[config.mk]
export PLATFORM = sky130hd
export DESIGN_NAME = alu_arbiter
export DESIGN_NICKNAME = d
export VERILOG_FILES = /design/src/rtl/alu_arbiter.sv
export SDC_FILE = /design/constraint.sdc
export NUM_CORES = 1
export LEC_CHECK = 0
export ABC_AREA = 1
export BUFFER_PORTS_ARGS = -buffer_cell sky130_fd_sc_hd__buf_2
export CAP_MARGIN = 25
export CORE_ASPECT_RATIO = 1.5
export CORE_MARGIN = 3
export CORE_UTILIZATION = 59
export DETAILED_ROUTE_END_ITERATION = 6
export HOLD_SLACK_MARGIN = 0.12
export PLACE_DENSITY = 0.9
export REMOVE_ABC_BUFFERS = 1
export SYNTH_ARGS = -nofsm -noshare
export SYNTH_HDL_FRONTEND = slang
export SYNTH_SLANG_ARGS = --single-unit
[constraint.sdc]
create_clock -name clk -period 10.9 [get_ports clk]
set_input_delay 2.18 -clock clk [delete_from_list [all_inputs] [get_ports clk]]
set_output_delay 2.18 -clock clk [all_outputs]
set_load 0.01 [all_outputs]
[src/rtl/alu_arbiter.sv]
// Two-requester round-robin front end for a single-cycle ALU.
// One operation is in flight at a time: IDLE accepts, EXEC computes, RESP waits for the taker.
module alu_arbiter #(
    parameter int WIDTH = 32,
    parameter int CNT_W = 16
) (
    input  logic             clk,
    input  logic             rst,
    input  logic             req0_valid,
    output logic             req0_ready,
    input  logic [WIDTH-1:0] req0_a,
    input  logic [WIDTH-1:0] req0_b,
    input  logic [2:0]       req0_op,
    input  logic             req1_valid,
    output logic             req1_ready,
    input  logic [WIDTH-1:0] req1_a,
    input  logic [WIDTH-1:0] req1_b,
    input  logic [2:0]       req1_op,
    output logic             rsp0_valid,
    input  logic             rsp0_ready,
    output logic             rsp1_valid,
    input  logic             rsp1_ready,
    output logic [WIDTH-1:0] rsp_result,
    output logic             rsp_err,
    output logic             busy,
    output logic [CNT_W-1:0] op_count
);

    typedef enum logic [1:0] {IDLE = 2'd0, EXEC = 2'd1, RESP = 2'd2} state_t;

    state_t           state_q, state_d;
    logic             last_grant_q;
    logic             gnt_q;
    logic             gnt_sel;
    logic             accept;
    logic             rsp_done;
    logic [WIDTH-1:0] a_q, b_q;
    logic [2:0]       op_q;
    logic [WIDTH-1:0] result_q;
    logic             err_q;
    logic [CNT_W-1:0] op_count_q;

    function automatic logic [WIDTH-1:0] alu_eval(input logic [WIDTH-1:0] a,
                                                   input logic [WIDTH-1:0] b,
                                                   input logic [2:0]       op);
        logic [WIDTH-1:0] r;
        case (op)
            3'b000:  r = a + b;
            3'b001:  r = a - b;
            3'b010:  r = a & b;
            3'b011:  r = a | b;
            3'b100:  r = ~a;
            default: r = '0;
        endcase
        return r;
    endfunction

    function automatic logic [CNT_W-1:0] sat_inc(input logic [CNT_W-1:0] c);
        return (&c) ? c : c + 1'b1;
    endfunction

    always_comb begin
        // On a tie the requester that did not win last time is favoured.
        gnt_sel    = (req0_valid && req1_valid) ? ~last_grant_q : req1_valid;
        req0_ready = rst && (state_q == IDLE) && req0_valid && !gnt_sel;
        req1_ready = rst && (state_q == IDLE) && req1_valid && gnt_sel;
        accept     = req0_ready || req1_ready;
        rsp0_valid = rst && (state_q == RESP) && !gnt_q;
        rsp1_valid = rst && (state_q == RESP) && gnt_q;
        rsp_done   = (rsp0_valid && rsp0_ready) || (rsp1_valid && rsp1_ready);
        rsp_err    = err_q && (rsp0_valid || rsp1_valid);
        rsp_result = result_q;
        busy       = rst && (state_q != IDLE);
        op_count   = op_count_q;

        state_d = state_q;
        case (state_q)
            IDLE:    if (accept)   state_d = EXEC;
            EXEC:                  state_d = RESP;
            RESP:    if (rsp_done) state_d = IDLE;
            default:               state_d = IDLE;
        endcase
    end

    always_ff @(posedge clk) begin
        if (!rst) begin
            state_q      <= IDLE;
            last_grant_q <= 1'b1;
            op_count_q   <= '0;
            result_q     <= '0;
            err_q        <= 1'b0;
        end else begin
            state_q <= state_d;
            if (state_q == EXEC) begin
                result_q <= alu_eval(a_q, b_q, op_q);
                err_q    <= op_q[2] && (op_q[1:0] != 2'b00);
            end
            if (rsp_done) begin
                last_grant_q <= gnt_q;
                op_count_q   <= sat_inc(op_count_q);
            end
        end
    end

    // Operand capture needs no reset: it is only consumed after a fresh accept.
    always_ff @(posedge clk) begin
        if (accept) begin
            gnt_q <= gnt_sel;
            a_q   <= gnt_sel ? req1_a  : req0_a;
            b_q   <= gnt_sel ? req1_b  : req0_b;
            op_q  <= gnt_sel ? req1_op : req0_op;
        end
    end

endmodule

# Yosys cells after proc, flatten, opt, wreduce, memory -nomap -nowiden
# Cells that the tools add are included.
# totals
register_bits	120
in_bits	140
output_inout_bits	54
word_cells	59
# op_classes
n_addsub	3
n_eq_ne	8
mux	8
bitwise_logic	5
reduce_logical	26
# ops
operator	n
one-hot mux 32 bit (5 select lines)	1
2-to-1 mux 32 bit	2
adder 32 bit	1
bitwise AND 32 bit	1
NOT 32 bit	1
bitwise OR 32 bit	1
subtractor 32 bit	1
adder 16 x 1 -> 16 bit (second input constant)	1
AND reduction 16 bit	1
logical AND 1 bit	14
== test 3 x 2 -> 1 bit (second input constant)	2
one-hot mux 2 bit (3 select lines)	1
2-to-1 mux 2 bit	2
!= test 2 bit (second input constant)	2
AND reduction 2 bit	2
nonzero test 2 bit	2
== test 3 x 1 -> 1 bit (second input constant)	1
== test 3 bit (second input constant)	1
zero test 3 bit	1
logical OR 1 bit	3
2-to-1 mux 3 bit	1
== test 2 x 1 -> 1 bit (second input constant)	1
== test 2 bit (second input constant)	1
zero test 1 bit	2
3 further kinds	4

# Longest topological paths before layout
# depth
word_depth	7
mapped_depth	25
mapped_depth_nobuf	25

# Least setup slack after synthesis
# No wires, ideal clock.
# synth_path
kind	input -> register
from	input port rst
to	register a_q[0] (enable)
setup_time_ps	517
arrival_time_ps	5887
t_required_ps	10383
path_slack_ps	4496
cell_stages	3
path_buffers	1
path_cell_list	clkbuf_1 -> nand3_1 -> a21oi_1
# synth_between
elab_chain_cells	4
elab_cells_between_ends	6
cone_classes	reduce/logical (6)
# synth_lines
element	line	rtl
from (decl)	8	input logic rst,
logical AND 1 bit *	65, 66	
logical AND 1 bit, on equally long branches (2 in a row)	65, 66	
logical OR 1 bit *	67	accept = req0_ready || req1_ready;
via accept	35	logic accept;
to (signal assigned)	109	a_q <= gnt_sel ? req1_a : req0_a;
to (decl)	37	logic [WIDTH-1:0] a_q, b_q;
# Mark *: on every way through the listed nets, which the timed path passes. The rest lies on a longest branch.
# A chain may end at the register's enable or synchronous reset.

# Worst setup path in the final report
# layout_path
from	input port rst
to	output port rsp0_valid
# layout_between
elab_chain_cells	2
# layout_lines
element	line	rtl
logical AND 1 bit (2 in a row)	68	rsp0_valid = rst && (state_q == RESP) && !gnt_q;
to (decl)	19	output logic rsp0_valid,
# No other way between the ends.

==> results.cfg <==
[run_status]
status = completed

[clock_network]
h-tree-depth = 4
clk_latency_ps = 430
clk_pin_slew_ps = 60
cts_resized = 0
cts_made_buffers = 17
cts_sinks = 120
clockBufferDepth = 2
cts_setup_buffers = 0
hold_buffers = 0
cts_tree = done
clockRootBuffer = clkbuf_16

[floorplanning]
std_cell_rows = 54
ios = 194
initial_utilization_pct = 61.0
die_height_um = 157
dieWidth_um = 107
core_area_um2 = 14800
die_area_um2 = 16800

[critical_path]
reg2reg_slack_ps = 6540
r2r-end = rsp_result[15]$_SDFFE_PN0N_
critical_path_class = input port to primary output
r2r_cells = 18
critPathCaptureType = primary output
worstReg2RegStart = op_q[2]$_DFFE_PP_
cp.required_ps = 8720
arrival_ps = 3430
path_max_fanout = 44
startpoint_type = input port

[layout]
drive_gt1_share_pct = 17.0
area_growth_pct = 19.8
fill_cells = 1245
fin_area_um2 = 10800
layout.nets = 1742
n_antenna_cell = 0
finalCoreUtilization_pct = 73.1

[synth]
synth_ff_type = edfxtp_1
synth_cells = 1385
ys_seq_area_share_pct = 34.2
synth_top_area_share_pct = 22.8
yosysMostFrequentCell = nand2_1
synth_area_leader_cell = nand2_1
synth-edff-count = 68
syn-cell-area_um2 = 9020
synth_top_cells_by_count = nand2_1 (548), inv_1 (155), nor2_1 (102)
yosys_warnings = 0
synth_cell_types = 49
syn_area_per_cell_um2 = 6.51
synth_area_leaders = nand2_1 (23%), edfxtp_1 (23%), dfxtp_1 (12%)
synth_seq_cells = 120
async_reset_ff_share_pct = 0

[global_route]
antenna_found_initial = 0
grt_max_degree = 71
grt_pass1_wl_um = 43800
overflow = 0
grtUsageTotal_pct = 32.7
grt_pass1_vias = 9265

[timing]
setup_violations = 0
slew_headroom_pct = 39.1
skew_ps = 12.6
worstMarginPinSlew_ps = 912
fin_setup_tns_ps = 0
period_share_pct = 51.4
layout_min_cycle_time_ps = 5610
rsz0062_at_grt = no
fmax_ghz = 0.178
slew_violations = 0
worst_slack_ps = 5290
hold_violations = 0

[placed_design]
placed_area_um2 = 10100
hpwlAfterDp_um = 20100
place_ws_ps = 5240
numPortBuffers = 193
gp_congestion = 1.00

[min_path]
min_path_cells = 2
hold_start = rsp_result[8]$_SDFFE_PN0N_
hp-class = flip-flop to flip-flop
whs_endpoint = rsp_result[8]$_SDFFE_PN0N_

[power]
vdd_ir_drop_max_v = 0.000146
power.leakage_uw = 0.00545
p_per_area_nw_per_um2 = 142

[detailed_routing]
viasPerCell = 5.56
wirelength_um = 27500
antenna_left = 0
drc_errors = 0
vias = 9863
drt-wirelength-per-cell_um = 15.5
drt_first_pass_iters = 6
drt_iter0_markers = 752

[job]
timing.max_cap.violations = 0
## per-stage QoR
stage / cells / power, µW / hold WS (ps)
6_report: 1775 / 1540 / 459
5_1_grt: 1775 / 1620 / 471
4_1_cts: 1772 / 1530 / 461
3_5_place_dp: 1740 / 926 / 451
3_3_place_gp: 1740 / 916 / 448
2_1_floorplan: 1346 / 807 / 429
## logic make-up (layout without fill, tap and decap cells)
logic type	after synthesis	after routing	synth area share [%]
AND/OR/NAND/NOR	807	807	37.0
adder cells (fa/ha/maj)	36	36	5.08
AO/OA/AOI/OAI	189	189	12.2
buffers and inverters	202	396	8.53
XOR/XNOR	31	31	3.01
flip-flops	120	120	34.2
## layout by cell type (no fill, tap or decap), drive strengths merged, types with 10 or more instances in the layout
master  synthesis  final
ha             35     35
or2            10     10
xor2           26     26
clkbuf         36     18
nor2          107    107
o21ai          63     63
nand3          80     80
nor3           28     28
buf             3    201
a21oi          76     76
edfxtp         68     68
dfxtp          52     52
inv           159    167
nand4          17     17
nand2         551    551
## sequential cells by signal, summed over array words and instances, names as in the netlist
name and cells:
rsp_result 32, last_grant_q 1, b_q 32, a_q 32, op_count 16, state_q 2
err_q 1, gnt_q 1, op_q 3
## final cells by class
class / count / area [µm²] / area share [%]
multi-input combinational: 1063 / 5190 / 48.0
inverter: 163 / 613 / 5.67
clock buffer: 18 / 429 / 3.97
timing repair buffer: 201 / 1070 / 9.86
tap: 196 / 245 / 2.27
clock inverter: 14 / 186 / 1.72
sequential: 120 / 3080 / 28.5
## worst max path at each step
| stage | startpoint | endpoint | slack, ps |
|---|---|---|---|
| global route | rst | rsp0_valid | 5210 |
| finish | rst | rsp0_valid | 5290 |
| CTS | req0_valid | req0_ready | 5240 |
| floorplan | req0_valid | req0_ready | 3270 |
| detailed placement | req0_valid | req0_ready | 5240 |
| global placement | req0_valid | req0_ready | 5290 |
## worst max-delay path, cell delays in order
cell    delay [ps]
buf_2          170
inv_2          680
nor3_2          80
inv_2          110
nor2_1          60
buf_2          140
## power by group
part	total (µW)	switching (µW)	internal [µW]
Clock	609	243	367
Sequential	542	28.4	513
Combinational	389	249	139
## routing by layer
metal | routed length [µm] | vias up | GRT usage [%] | part of all wire [%]
li1 | - | 4851 | - | -
met3 | 2260 | 100 | 6.28 | 8.2
met2 | 13800 | 489 | 57.4 | 50
met5 | 0 | - | 0 | 0
met1 | 10300 | 4423 | 38.1 | 37
met4 | 1140 | 0 | 15.5 | 4.1
Power figures use the tool's default switching activity.
